$ cat config.mk
export PLATFORM = sky130hd
export DESIGN_NAME = piano_key_select
export DESIGN_NICKNAME = d
export VERILOG_FILES = /design/src/rtl/piano_pkg.sv /design/src/rtl/key_debounce.sv /design/src/rtl/piano_key_select.sv
export SDC_FILE = /design/constraint.sdc
export NUM_CORES = 1
export LEC_CHECK = 0
export CAP_MARGIN = 40
export CORE_MARGIN = 5
export CORE_UTILIZATION = 35
export DETAILED_ROUTE_END_ITERATION = 12
export HOLD_SLACK_MARGIN = 0.06
export PLACE_DENSITY = 0.59
export SLEW_MARGIN = 20
export SYNTH_ARGS = -nofsm -noshare
export SYNTH_HDL_FRONTEND = slang
export SYNTH_SLANG_ARGS = --single-unit
$ cat constraint.sdc
create_clock -name clk -period 4.9 [get_ports clk]
set_input_delay 0.98 -clock clk [delete_from_list [all_inputs] [get_ports clk]]
set_output_delay 0.98 -clock clk [all_outputs]
set_load 0.02 [all_outputs]
$ cat src/rtl/piano_pkg.sv
// Shared definitions for the FPGA piano datapath.
//   MODE_LOWEST / MODE_LAST : selection policy codes for piano_key_select.MODE
//   NUM_KEYS_DEFAULT        : default keyboard width
//   note_idx_t              : note index type, also used by the tone generators
package piano_pkg;
  localparam int MODE_LOWEST      = 0;
  localparam int MODE_LAST        = 1;
  localparam int NUM_KEYS_DEFAULT = 8;
  localparam int NOTE_IDX_W       = $clog2(NUM_KEYS_DEFAULT);

  typedef logic [NOTE_IDX_W-1:0] note_idx_t;
endpackage

$ cat src/rtl/key_debounce.sv
// Single-key front end: 2-flop synchroniser followed by a counting debouncer.
//   clk, reset : system clock, synchronous active-high reset
//   sw         : raw asynchronous key input (1 = pressed)
//   db         : debounced key state
//   rise/fall  : one-cycle flags, high in the first cycle db shows its new value
module key_debounce #(
  parameter int DEBOUNCE_CYCLES = 4
) (
  input  logic clk,
  input  logic reset,
  input  logic sw,
  output logic db,
  output logic rise,
  output logic fall
);
  localparam int CW = $clog2(DEBOUNCE_CYCLES + 1);
  // Toggle happens on the sample that would bring the count to DEBOUNCE_CYCLES.
  localparam logic [CW-1:0] CNT_LAST = CW'(DEBOUNCE_CYCLES - 1);

  logic          sync1_q, sync2_q;
  logic          db_q, rise_q, fall_q;
  logic [CW-1:0] cnt_q;

  always_ff @(posedge clk) begin
    if (reset) begin
      sync1_q <= 1'b0;
      sync2_q <= 1'b0;
      db_q    <= 1'b0;
      rise_q  <= 1'b0;
      fall_q  <= 1'b0;
      cnt_q   <= '0;
    end else begin
      sync1_q <= sw;
      sync2_q <= sync1_q;
      rise_q  <= 1'b0;
      fall_q  <= 1'b0;
      if (sync2_q != db_q) begin
        if (cnt_q == CNT_LAST) begin
          db_q   <= ~db_q;
          rise_q <= ~db_q;
          fall_q <= db_q;
          cnt_q  <= '0;
        end else begin
          cnt_q <= cnt_q + 1'b1;
        end
      end else begin
        // Any agreeing sample restarts the stability window.
        cnt_q <= '0;
      end
    end
  end

  assign db   = db_q;
  assign rise = rise_q;
  assign fall = fall_q;
endmodule

$ cat src/rtl/piano_key_select.sv
// Keyboard front end: debounces NUM_KEYS keys and selects one active note.
//   clk, reset : system clock, synchronous active-high reset
//   sw         : raw key inputs (1 = pressed)
//   note_en    : registered one-hot enable of the selected note, 0 when none
//   note_idx   : index of the selected note, 0 when note_valid = 0
//   note_valid : a note is selected
//   note_on    : one-cycle pulse when a new note becomes selected
//   note_off   : one-cycle pulse when the previous selection ends
//   keys_db    : debounced key state
module piano_key_select
  import piano_pkg::*;
#(
  parameter int NUM_KEYS        = NUM_KEYS_DEFAULT,
  parameter int DEBOUNCE_CYCLES = 250000,
  parameter int MODE            = MODE_LOWEST,
  parameter int IDX_W           = $clog2(NUM_KEYS)
) (
  input  logic                clk,
  input  logic                reset,
  input  logic [NUM_KEYS-1:0] sw,
  output logic [NUM_KEYS-1:0] note_en,
  output logic [IDX_W-1:0]    note_idx,
  output logic                note_valid,
  output logic                note_on,
  output logic                note_off,
  output logic [NUM_KEYS-1:0] keys_db
);
  logic [NUM_KEYS-1:0] db, rise, fall;

  for (genvar k = 0; k < NUM_KEYS; k++) begin : g_key
    key_debounce #(.DEBOUNCE_CYCLES(DEBOUNCE_CYCLES)) u_db (
      .clk  (clk),
      .reset(reset),
      .sw   (sw[k]),
      .db   (db[k]),
      .rise (rise[k]),
      .fall (fall[k])
    );
  end

  // Index of the lowest set bit, 0 for an all-zero vector.
  function automatic logic [IDX_W-1:0] lowest_set(input logic [NUM_KEYS-1:0] v);
    lowest_set = '0;
    for (int i = NUM_KEYS - 1; i >= 0; i--)
      if (v[i]) lowest_set = IDX_W'(i);
  endfunction

  logic                note_valid_q, note_valid_d;
  logic [IDX_W-1:0]    note_idx_q, note_idx_d;
  logic [NUM_KEYS-1:0] note_en_q, note_en_d;
  logic                note_on_q, note_on_d;
  logic                note_off_q, note_off_d;

  always_comb begin
    note_valid_d = 1'b0;
    note_idx_d   = '0;
    if (MODE == MODE_LOWEST) begin
      note_valid_d = |db;
      note_idx_d   = lowest_set(db);
    end else begin
      if (|rise) begin
        // A press always wins, even against a same-cycle release.
        note_valid_d = 1'b1;
        note_idx_d   = lowest_set(rise);
      end else if (note_valid_q && fall[note_idx_q]) begin
        note_valid_d = |db;
        note_idx_d   = lowest_set(db);
      end else begin
        note_valid_d = note_valid_q;
        note_idx_d   = note_idx_q;
      end
    end
    note_en_d  = note_valid_d ? ({{(NUM_KEYS-1){1'b0}}, 1'b1} << note_idx_d) : '0;
    note_on_d  = note_valid_d && (!note_valid_q || (note_idx_d != note_idx_q));
    note_off_d = note_valid_q && (!note_valid_d || (note_idx_d != note_idx_q));
  end

  always_ff @(posedge clk) begin
    if (reset) begin
      note_valid_q <= 1'b0;
      note_idx_q   <= '0;
      note_en_q    <= '0;
      note_on_q    <= 1'b0;
      note_off_q   <= 1'b0;
    end else begin
      note_valid_q <= note_valid_d;
      note_idx_q   <= note_idx_d;
      note_en_q    <= note_en_d;
      note_on_q    <= note_on_d;
      note_off_q   <= note_off_d;
    end
  end

  assign note_en    = note_en_q;
  assign note_idx   = note_idx_q;
  assign note_valid = note_valid_q;
  assign note_on    = note_on_q;
  assign note_off   = note_off_q;
  assign keys_db    = db;
endmodule

== Word level (Yosys, flattened, before mapping) ==
Index checks and enable logic that the tools add are counted.

* Flip-flop bits (word level): 182
* Bits in latches: 0
* RAM bits: 0
* Memory bits (read-only): 0
* Output and inout bits: 22
* Logic and storage cells: 112
* Memories kept: 0

* Add/sub/neg operators: 8
* $mul: 0
* Div/mod/pow operators: 0
* Magnitude comparators: 0
* Equal/unequal tests: 17
* Shift-type cells: 1
* Mux-type cells: 8
* Bitwise gates (word level): 17
* Reduce and logical (&&, ||, !) cells: 24

{| class="wikitable"
|+ Operator list
! operator !! number
|-
| 18-bit by 1-bit adder with 18-bit output (second input constant) || 8
|-
| 18-bit equality test (second input constant) || 8
|-
| 3-bit two-way mux || 8
|-
| 3-bit OR reduction || 8
|-
| 1-bit NOT || 17
|-
| 2-bit AND reduction || 8
|-
| 1-bit inequality test || 8
|-
| 8-bit OR reduction || 1
|-
| 1-bit by 3-bit << shifter with 8-bit output (first input constant) || 1
|-
| 3-bit inequality test || 1
|-
| 1-bit logical AND || 2
|-
| 1-bit logical NOT || 2
|-
| 1-bit logical OR || 2
|-
| 2-bit OR reduction || 1
|}

== Depth between registers and ports, before layout ==
Gate-level depths: netlist of run 1.

* Word-level depth: 11
* Depth in mapped cells: 8
* Mapped depth without buffers: 6

== Hierarchy ==
A second synthesis of run 1 with hierarchy kept.

* Cell total of the unflattened synthesis: 927
* Area total of the unflattened synthesis: 8770.9 µm²

{| class="wikitable"
|+ Modules (own cells, without submodules)
! module !! times used !! cells an instance !! area each (µm²)
|-
| key_debounce (g_key[0].u_db ...) || 7 || 108 || 1032.2
|-
| key_debounce (g_key[7].u_db) || 1 || 110 || 997.2
|-
| piano_key_select || 1 || 61 || 548.0
|}

== Least setup slack after synthesis of run 1 ==
No wires, ideal clock.

* Path type: input to register
* Start: in reset
* End: reg g_key[0].u_db.cnt_q[10]
* Setup time: 0.064 ns
* Arrival time: 1.834 ns
* Path slack: 3.002 ns
* Stages on the path: 5
* Path buffers: 3
* Cells stage by stage: buf_6 > or3_1 > buf_2 > buf_4 > nor2_1

* Cells in the longest elaborated chain, start to end: 1

{| class="wikitable"
|+ Ends and longest elaborated chain
! item !! RTL line !! source
|-
| start, declared || piano_key_select.sv:19 || <nowiki>input logic reset,</nowiki>
|-
| 3-bit OR reduction (no source line) || - ||
|-
| end signal, assigned || key_debounce.sv:44 || <nowiki>cnt_q <= cnt_q + 1'b1;</nowiki>
|-
| end, declared || key_debounce.sv:22 || <nowiki>logic [CW-1:0] cnt_q;</nowiki>
|}

No other way between the ends.
A chain may end at the register's enable or synchronous reset.

== Final worst setup path of run 1 ==
* Start: reg g_key[0].u_db.db_q
* End: out keys_db[0]

{| class="wikitable"
|+ RTL lines
! item !! RTL line !! source
|-
| start, declared || key_debounce.sv:21 || <nowiki>logic db_q, rise_q, fall_q;</nowiki>
|-
| start signal, assigned || key_debounce.sv:39 || <nowiki>db_q <= ~db_q;</nowiki>
|-
| end, declared || piano_key_select.sv:26 || <nowiki>output logic [NUM_KEYS-1:0] keys_db</nowiki>
|}

No word-level cell between the ends.

==> impl_results.html, run 1 <==
<table>
<tr><th>Metric</th><th>Value</th></tr>
<tr><th colspan="2">Status</th></tr>
<tr><td>Result of the run</td><td>completed</td></tr>
<tr><th colspan="2">Timing</th></tr>
<tr><td>Fin crit share</td><td>around 55%</td></tr>
<tr><td>Fin Clk Skew</td><td>0.00845 ns</td></tr>
<tr><td>Time the worst path needs with I/O delays and setup</td><td>around 2.7 ns</td></tr>
<tr><td>Number of hold violations in the final report</td><td>0</td></tr>
<tr><td>Final setup violation count</td><td>0</td></tr>
<tr><td>RSZ-0062 raised after global routing</td><td>false</td></tr>
<tr><td>Final worst hold slack</td><td>between 0.4 and 0.5 ns</td></tr>
<tr><td>Setup TNS after final layout</td><td>0 ns</td></tr>
<tr><td>Achievable frequency</td><td>374 MHz</td></tr>
<tr><td>Max_slew headroom</td><td>between 50% and 60%</td></tr>
<tr><td>Worst-margin pin slew</td><td>~0.67 ns</td></tr>
<tr><td>Final slew viol count</td><td>0</td></tr>
<tr><th colspan="2">Logic synthesis</th></tr>
<tr><td>Top area cells in the synthesized netlist</td><td>dfxtp_1 48%, nor2_1 9.5%, xor2_1 8.8%, xnor2_1 6.9%, nand3_1 3.2%</td></tr>
<tr><td>Most used standard cells in the synthesized netlist</td><td>193 x nor2_1, 182 x dfxtp_1, 77 x xor2_1</td></tr>
<tr><td>Number of unique standard cell types used by synthesis</td><td>just over 40</td></tr>
<tr><td>Number of register bits inferred by synthesis</td><td>approximately 180</td></tr>
<tr><td>Mean instance size in the synthesized netlist</td><td>roughly 9 µm²</td></tr>
<tr><td>Share of the yosys chip area belonging to registers</td><td>47.8%</td></tr>
<tr><td>Commonest register cell after synthesis</td><td>dfxtp_1</td></tr>
<tr><td>Number of flops mapped to enable cells by yosys</td><td>0</td></tr>
<tr><td>Most numerous cell in the Yosys netlist</td><td>nor2_1</td></tr>
<tr><td>Share of Yosys cell area claimed by the top area cell type</td><td>47.8%</td></tr>
<tr><td>Synthesized cell area</td><td>7620 µm²</td></tr>
<tr><td>Share of flip-flops with an asynchronous set or reset after synthesis</td><td>0%</td></tr>
<tr><td>Number of instances in the synthesized netlist</td><td>roughly 840</td></tr>
<tr><td>Net count of the mapped netlist</td><td>862</td></tr>
<tr><td>Cell type with the largest total area after synthesis</td><td>dfxtp_1</td></tr>
<tr><td>Warnings from Yosys</td><td>0</td></tr>
<tr><th colspan="2">Pwr</th></tr>
<tr><td>Peak ir drop on the vdd network</td><td>around 240 µV</td></tr>
<tr><td>Lkg Pwr</td><td>between 2 and 3 nW</td></tr>
<tr><td>Power density over cell area</td><td>around 320 nW/µm²</td></tr>
<tr><th colspan="2">Detailed routing</th></tr>
<tr><td>Overall via count from detail_route</td><td>5336</td></tr>
<tr><td>WL final</td><td>~13000 µm</td></tr>
<tr><td>Average wire per standard cell</td><td>11.7 µm</td></tr>
<tr><td>Vias per Instance</td><td>4.63</td></tr>
<tr><td>Iteration count of the initial detailed-routing pass</td><td>4</td></tr>
<tr><td>Remaining routing DRC violations</td><td>0</td></tr>
<tr><td>DRT iter0 DRCs</td><td>273</td></tr>
<tr><td>Antenna-violating nets left</td><td>0</td></tr>
<tr><th colspan="2">Setup path</th></tr>
<tr><td>Element type at the critical path end</td><td>output pin</td></tr>
<tr><td>Cell chain of the critical path</td><td>clkdlybuf4s50_1</td></tr>
<tr><td>Path type of the worst setup path</td><td>reg -&gt; out</td></tr>
<tr><td>CP bufs+invs</td><td>1</td></tr>
<tr><td>Largest stage delay on the critical path</td><td>around 0.72 ns</td></tr>
<tr><td>Critical-path top delay cell</td><td>clkdlybuf4s50_1</td></tr>
<tr><td>CP arrival</td><td>around 1.7 ns</td></tr>
<tr><td>Critical Path Source Type</td><td>flip-flop</td></tr>
<tr><td>CP delay by family, top</td><td>buffers and inverters</td></tr>
<tr><td>Critical path required time</td><td>approximately 3.9 ns</td></tr>
<tr><td>Maximum net fanout on the critical path</td><td>11</td></tr>
<tr><th colspan="2">Clocking</th></tr>
<tr><td>H-tree depth</td><td>4</td></tr>
<tr><td>Number of clock sinks seen by CTS</td><td>182</td></tr>
<tr><td>Worst-Skew Late Latency</td><td>0.43 ns</td></tr>
<tr><td>Clock buffer depth</td><td>2</td></tr>
<tr><td>Root buf cell</td><td>clkbuf_16</td></tr>
<tr><td>Number of buffers added to fix hold violations after cts</td><td>0</td></tr>
<tr><td>Number of buffers inserted to repair setup after CTS</td><td>0</td></tr>
<tr><td>Total clock buffers created by CTS</td><td>17</td></tr>
<tr><td>Clock tree from TritonCTS</td><td>built</td></tr>
<tr><td>Clock-pin transition on the worst setup and hold timing paths</td><td>0.06 ns</td></tr>
<tr><td>Number of resized instances in the post-cts repair step</td><td>0</td></tr>
<tr><th colspan="2">Layout</th></tr>
<tr><td>Post-route cell area</td><td>roughly 8600 µm²</td></tr>
<tr><td>Area of combinational cells with multiple inputs</td><td>3660 µm²</td></tr>
<tr><td>Storage element area</td><td>3640 µm²</td></tr>
<tr><td>Layout cells sized above 1</td><td>4.70%</td></tr>
<tr><td>Layout overhead on the synthesized area</td><td>12.6%</td></tr>
<tr><td>Fill cell instance count of the final layout</td><td>between 2k and 2.5k</td></tr>
<tr><td>Final net count</td><td>880</td></tr>
<tr><td>Count of antenna diodes in the layout</td><td>0</td></tr>
<tr><th colspan="2">Floorplanning</th></tr>
<tr><td>Top Ports</td><td>32</td></tr>
<tr><td>Width of the chip</td><td>~160 µm</td></tr>
<tr><td>Standard-cell rows</td><td>54</td></tr>
<tr><td>Core region area</td><td>roughly 22000 µm²</td></tr>
<tr><td>Initial Util</td><td>between 30% and 40%</td></tr>
<tr><td>Die area</td><td>approximately 25000 µm²</td></tr>
<tr><td>Die height</td><td>approximately 160 µm</td></tr>
<tr><th colspan="2">Placement</th></tr>
<tr><td>Detailed Place HPWL</td><td>between 9000 and 10000 µm</td></tr>
<tr><td>Area after detailed placement</td><td>~8000 µm²</td></tr>
<tr><td>Placer Congestion</td><td>0.787</td></tr>
<tr><td>Port-buffer cells</td><td>31</td></tr>
<tr><th colspan="2">Job</th></tr>
<tr><td>Maximum Capacitance Violations</td><td>0</td></tr>
<tr><th colspan="2">GRT</th></tr>
<tr><td>Maximum number of pins on one net before global-route repair</td><td>just over 40</td></tr>
<tr><td>Via count of the first global-routing pass</td><td>~5k</td></tr>
<tr><td>Antenna violations before repair</td><td>0</td></tr>
<tr><td>Global-route wire length before repair</td><td>23300 µm</td></tr>
<tr><td>GR Overflow Total</td><td>0</td></tr>
<tr><td>Global-route usage over all layers</td><td>between 10% and 20%</td></tr>
<tr><th colspan="2">Min path</th></tr>
<tr><td>Worst hold path type</td><td>reg -&gt; reg</td></tr>
</table>
[per-layer routing]
| layer | track usage, % | part of all wire (%) |
|---|---|---|
| met5 | 0 | 0 |
| met1 | 15.2 | 50 |
| met4 | 3.93 | 1.2 |
| met2 | 18.2 | 45 |
| met3 | 3.28 | 3.9 |
[cell usage in the layout (no fill, tap or decap), types with 13 or more instances in the layout]
master / n
and4_1: 13
clkdlybuf4s50_1: 30
clkbuf_16: 17
nor3_1: 16
nor2_1: 193
nor4_1: 19
nand4_1: 31
nand3_1: 49
nand2_1: 46
dfxtp_1: 182
xnor2_1: 60
nor2b_1: 19
inv_1: 22
and3_1: 13
xor2_1: 77
[final timing paths]
check / from / endpoint / slack [ns] / depth (start not counted)
worst max-delay path: g_key[0].u_db.db$_SDFFE_PP0P_ / keys_db[0] / 2.23 / 1
worst min-delay path: g_key[1].u_db.sync1_q$_SDFF_PP0_ / g_key[1].u_db.sync2_q$_SDFF_PP0_ / 0.44 / 1
worst max register to register: g_key[7].u_db.cnt_q[0]$_SDFF_PP0_ / g_key[7].u_db.cnt_q[11]$_SDFF_PP0_ / 2.78 / 6
worst min register to register: g_key[1].u_db.sync1_q$_SDFF_PP0_ / g_key[1].u_db.sync2_q$_SDFF_PP0_ / 0.44 / 1
[kinds of logic (layout without fill, tap and decap cells)]
group,Yosys count,in the layout,synth area share (%)
simple gates,444,444,28.9
flops,182,182,47.8
xor+xnor,137,137,15.7
buf+inv,54,83,4.23
compound gates,11,11,1.00
fa+ha+maj,8,8,1.31
mux,8,8,1.05
[power by group]
group	total, mW	switching [mW]	internal [mW]	leakage [nW]
logic	0.0322	0.0187	0.0135	1.01
clock network	1.27	0.559	0.706	0.264
registers	1.49	0.00437	1.49	1.47
[cell type report]
cell class | instances | area share (%)
multi-input cells | 608 | 42.6
flip-flops and latches | 182 | 42.4
clock buffers | 18 | 5.11
well taps | 280 | 4.08
repair buffers | 31 | 3.56
clock inverters | 12 | 1.25
inverters | 22 | 0.962
[through the flow]
stage	setup slack, ns	util, %	cells	power [mW]
final	2.23	39.7	1153	2.79
after floorplan	3.00	-	844	1.55
after detailed placement	2.34	37.2	1123	1.56
after global routing	2.16	39.7	1153	2.90
after CTS	2.17	39.7	1153	2.83
after global placement	2.40	37.2	1123	1.56
[sequential cells by signal, indices dropped and copies added (netlist names)]
register	cells
g_key.u_db.sync1_q	8
note_idx	3
note_en	8
note_off	1
g_key.u_db.sync2_q	8
g_key.u_db.cnt_q	144
g_key.u_db.db	8
note_valid	1
note_on	1
No activity file was read; power rests on OpenSTA's default activity.
==> run 2, diff against run 1 <==
==> constraint.sdc (replaced) <==
create_clock -name clk -period 2.5 [get_ports clk]
set_input_delay 0.5 -clock clk [delete_from_list [all_inputs] [get_ports clk]]
set_output_delay 0.5 -clock clk [all_outputs]
set_load 0.02 [all_outputs]
==> run 2 against run 1 <==
Against the previous run: flip-flop and latch count stayed put; critical endpoint unchanged; register-to-register slack worse by 2.2 ns; via count up 0.32%; global-route usage decreased by 0.21 points.
==> impl_results.html, run 2 (synthesis gave the netlist of run 1 again) <==
<table>
<tr><th>Metric</th><th>Value</th></tr>
<tr><th colspan="2">Status</th></tr>
<tr><td>Result of the run</td><td>completed</td></tr>
<tr><th colspan="2">Floorplanning</th></tr>
<tr><td>Width of the chip</td><td>158 µm (unchanged)</td></tr>
<tr><td>Standard-cell rows</td><td>54 (unchanged)</td></tr>
<tr><td>Die height</td><td>158 µm (unchanged)</td></tr>
<tr><td>Initial Util</td><td>35.3% (unchanged)</td></tr>
<tr><td>Top Ports</td><td>32 (unchanged)</td></tr>
<tr><td>Die area</td><td>24800 µm² (unchanged)</td></tr>
<tr><td>Core region area</td><td>21600 µm² (unchanged)</td></tr>
<tr><th colspan="2">Clocking</th></tr>
<tr><td>Clock buffer depth</td><td>2 (unchanged)</td></tr>
<tr><td>Clock tree from TritonCTS</td><td>built</td></tr>
<tr><td>Number of buffers added to fix hold violations after cts</td><td>0 (unchanged)</td></tr>
<tr><td>Number of resized instances in the post-cts repair step</td><td>0 (unchanged)</td></tr>
<tr><td>Worst-Skew Late Latency</td><td>0.43 ns (about the same)</td></tr>
<tr><td>Clock-pin transition on the worst setup and hold timing paths</td><td>0.06 ns (about the same)</td></tr>
<tr><td>H-tree depth</td><td>4 (unchanged)</td></tr>
<tr><td>Total clock buffers created by CTS</td><td>17 (unchanged)</td></tr>
<tr><td>Number of buffers inserted to repair setup after CTS</td><td>0 (unchanged)</td></tr>
<tr><td>Root buf cell</td><td>clkbuf_16</td></tr>
<tr><td>Number of clock sinks seen by CTS</td><td>182 (unchanged)</td></tr>
<tr><th colspan="2">Layout</th></tr>
<tr><td>Count of antenna diodes in the layout</td><td>0 (unchanged)</td></tr>
<tr><td>Post-route cell area</td><td>8690 µm² (+1.2%)</td></tr>
<tr><td>Register ranked first by flip-flop count</td><td>g_key.u_db.cnt_q</td></tr>
<tr><td>Final net count</td><td>886 (+0.68%)</td></tr>
<tr><td>Storage element area</td><td>3640 µm² (unchanged)</td></tr>
<tr><td>Area of combinational cells with multiple inputs</td><td>3660 µm² (unchanged)</td></tr>
<tr><td>Layout cells sized above 1</td><td>5.23% (+0.54 points)</td></tr>
<tr><td>Layout overhead on the synthesized area</td><td>14.0%</td></tr>
<tr><td>Final cell utilization of the core</td><td>40.2% (+0.49 points)</td></tr>
<tr><td>Flip-flop count of the largest register after layout</td><td>144 (unchanged)</td></tr>
<tr><td>Most common cell after layout, fill and taps aside</td><td>nor2_1</td></tr>
<tr><td>Commonest cells after routing, fill and taps aside</td><td>193 x nor2_1, 182 x dfxtp_1, 77 x xor2_1, 60 x xnor2_1, 49 x nand3_1</td></tr>
<tr><td>Fill cell instance count of the final layout</td><td>2164 (-2.0%)</td></tr>
<tr><th colspan="2">Setup path</th></tr>
<tr><td>CP delay by family, top</td><td>buffers and inverters</td></tr>
<tr><td>Path type of the worst setup path</td><td>reg -&gt; out</td></tr>
<tr><td>Critical-path top delay cell</td><td>clkdlybuf4s50_1</td></tr>
<tr><td>Slack of the worst reg-to-reg path</td><td>0.61 ns (-2.17 ns)</td></tr>
<tr><td>Maximum net fanout on the critical path</td><td>11 (unchanged)</td></tr>
<tr><td>Cell chain of the critical path</td><td>clkdlybuf4s50_1</td></tr>
<tr><td>Critical path required time</td><td>2.00 ns (-1.92 ns)</td></tr>
<tr><td>Critical register-to-register path startpoint</td><td>g_key[2].u_db.cnt_q[0]$_SDFF_PP0_</td></tr>
<tr><td>CP bufs+invs</td><td>1 (unchanged)</td></tr>
<tr><td>Endpoint of the worst-slack reg-to-reg timing path</td><td>g_key[2].u_db.cnt_q[4]$_SDFF_PP0_</td></tr>
<tr><td>WP depth</td><td>1 (unchanged)</td></tr>
<tr><td>Element type at the critical path end</td><td>output pin</td></tr>
<tr><td>Critical Path Source Type</td><td>flip-flop</td></tr>
<tr><td>Cells on worst reg2reg path</td><td>7 (+1)</td></tr>
<tr><td>CP arrival</td><td>1.68 ns (about the same)</td></tr>
<tr><td>Largest stage delay on the critical path</td><td>0.72 ns (about the same)</td></tr>
<tr><th colspan="2">Timing</th></tr>
<tr><td>Setup TNS after final layout</td><td>0 ns (unchanged)</td></tr>
<tr><td>Fin Clk Skew</td><td>0.00610 ns (-0.00235 ns)</td></tr>
<tr><td>Achievable frequency</td><td>460 MHz</td></tr>
<tr><td>Fin crit share</td><td>between 80% and 90%</td></tr>
<tr><td>Final setup violation count</td><td>0 (unchanged)</td></tr>
<tr><td>Number of hold violations in the final report</td><td>0 (unchanged)</td></tr>
<tr><td>Final slew viol count</td><td>0 (unchanged)</td></tr>
<tr><td>Post-route setup slack</td><td>0.325 ns (-1.90 ns)</td></tr>
<tr><td>Final worst hold slack</td><td>0.434 ns (-0.00427 ns)</td></tr>
<tr><td>Max_slew headroom</td><td>59.5% (+4.3 points)</td></tr>
<tr><td>RSZ-0062 raised after global routing</td><td>false</td></tr>
<tr><td>Time the worst path needs with I/O delays and setup</td><td>~2.2 ns</td></tr>
<tr><td>Worst-margin pin slew</td><td>0.608 ns (-0.0640 ns)</td></tr>
<tr><th colspan="2">GRT</th></tr>
<tr><td>Via count of the first global-routing pass</td><td>4980 (-0.22%)</td></tr>
<tr><td>GR Overflow Total</td><td>0 (unchanged)</td></tr>
<tr><td>Maximum number of pins on one net before global-route repair</td><td>25 (-39%)</td></tr>
<tr><td>Antenna violations before repair</td><td>0 (unchanged)</td></tr>
<tr><td>Global-route usage over all layers</td><td>11.3% (-0.21 points)</td></tr>
<tr><td>Global-route wire length before repair</td><td>22800 µm (-1.9%)</td></tr>
<tr><th colspan="2">Min path</th></tr>
<tr><td>Worst hold path type</td><td>reg -&gt; reg</td></tr>
<tr><td>Worst hold stages</td><td>1 (unchanged)</td></tr>
<tr><td>Source of the worst hold timing path</td><td>g_key[6].u_db.sync1_q$_SDFF_PP0_</td></tr>
<tr><td>Worst hold path endpoint</td><td>g_key[6].u_db.sync2_q$_SDFF_PP0_</td></tr>
<tr><th colspan="2">Detailed routing</th></tr>
<tr><td>Overall via count from detail_route</td><td>5353 (+0.32%)</td></tr>
<tr><td>Vias per Instance</td><td>4.62 (-0.20%)</td></tr>
<tr><td>WL final</td><td>13400 µm (about the same)</td></tr>
<tr><td>Average wire per standard cell</td><td>11.6 µm (-0.55%)</td></tr>
<tr><td>Remaining routing DRC violations</td><td>0 (unchanged)</td></tr>
<tr><td>Iteration count of the initial detailed-routing pass</td><td>4 (unchanged)</td></tr>
<tr><td>Antenna-violating nets left</td><td>0 (unchanged)</td></tr>
<tr><td>DRT iter0 DRCs</td><td>199 (-27%)</td></tr>
<tr><th colspan="2">Placement</th></tr>
<tr><td>Pre-CTS worst setup slack</td><td>0.570 ns (-1.77 ns)</td></tr>
<tr><td>Detailed Place HPWL</td><td>9380 µm (+0.28%)</td></tr>
<tr><td>Port-buffer cells</td><td>31 (unchanged)</td></tr>
<tr><td>Area after detailed placement</td><td>8090 µm² (+0.56%)</td></tr>
<tr><td>Placer Congestion</td><td>0.769 (-2.3%)</td></tr>
<tr><th colspan="2">Job</th></tr>
<tr><td>Maximum Capacitance Violations</td><td>0 (unchanged)</td></tr>
<tr><th colspan="2">Pwr</th></tr>
<tr><td>Lkg Pwr</td><td>2.80 nW (+1.9%)</td></tr>
<tr><td>Peak ir drop on the vdd network</td><td>458 µV (+90%)</td></tr>
<tr><td>Power density over cell area</td><td>658 nW/µm² (+100%)</td></tr>
</table>
run 2: cell types whose count changed in the layout (fill, tap and decap cells not counted), sizes merged:
| cell | before | now |
|---|---|---|
| buf | 1 | 7 |
| bufinv | 1 | 3 |
| clkbuf | 18 | 22 |
| clkinv | 7 | 2 |
| inv | 23 | 22 |
run 2: routing by layer:
layer | GRT usage, % | vias to the layer above | wire length, µm
met5 | 0 | - | 0
met4 | 4.51 | 0 | 199
met3 | 2.90 | 13 | 475
met2 | 17.9 | 45 | 6060
met1 | 14.8 | 2452 | 6700
li1 | - | 2843 | -
run 2: area by class of cell:
| class | instances | area share, % |
|---|---|---|
| clock buffer | 22 | 5.57 |
| clock inverter | 8 | 1.41 |
| inverter | 22 | 0.950 |
| multi-input combinational | 608 | 42.1 |
| sequential | 182 | 41.9 |
| tap | 280 | 4.03 |
| timing repair buffer | 37 | 4.03 |
run 2: report_power, final:
| group | internal [mW] | switching (mW) | total [mW] |
|---|---|---|---|
| combinational | 0.0300 | 0.0374 | 0.0674 |
| clock | 1.66 | 1.06 | 2.73 |
| sequential | 2.92 | 0.00825 | 2.92 |
| total | 4.61 | 1.11 | 5.72 |
run 2: how the worst max path moves through the flow:
stage / endpoint / startpoint
after floorplan: g_key[7].u_db.cnt_q[10]$_SDFF_PP0_ / g_key[7].u_db.cnt_q[0]$_SDFF_PP0_
after global placement: g_key[1].u_db.cnt_q[15]$_SDFF_PP0_ / g_key[1].u_db.cnt_q[11]$_SDFF_PP0_
after detailed placement: g_key[1].u_db.cnt_q[14]$_SDFF_PP0_ / g_key[1].u_db.cnt_q[11]$_SDFF_PP0_
after CTS: keys_db[2] / g_key[2].u_db.db$_SDFFE_PP0P_
after global routing: keys_db[2] / g_key[2].u_db.db$_SDFFE_PP0P_
final: keys_db[0] / g_key[0].u_db.db$_SDFFE_PP0P_
run 2: through the flow:
| step | power [mW] | cells |
|---|---|---|
| after floorplan | 3.04 | 844 |
| after global placement | 3.06 | 1129 |
| after detailed placement | 3.06 | 1129 |
| after CTS | 5.81 | 1159 |
| after global routing | 5.92 | 1159 |
| final | 5.72 | 1159 |
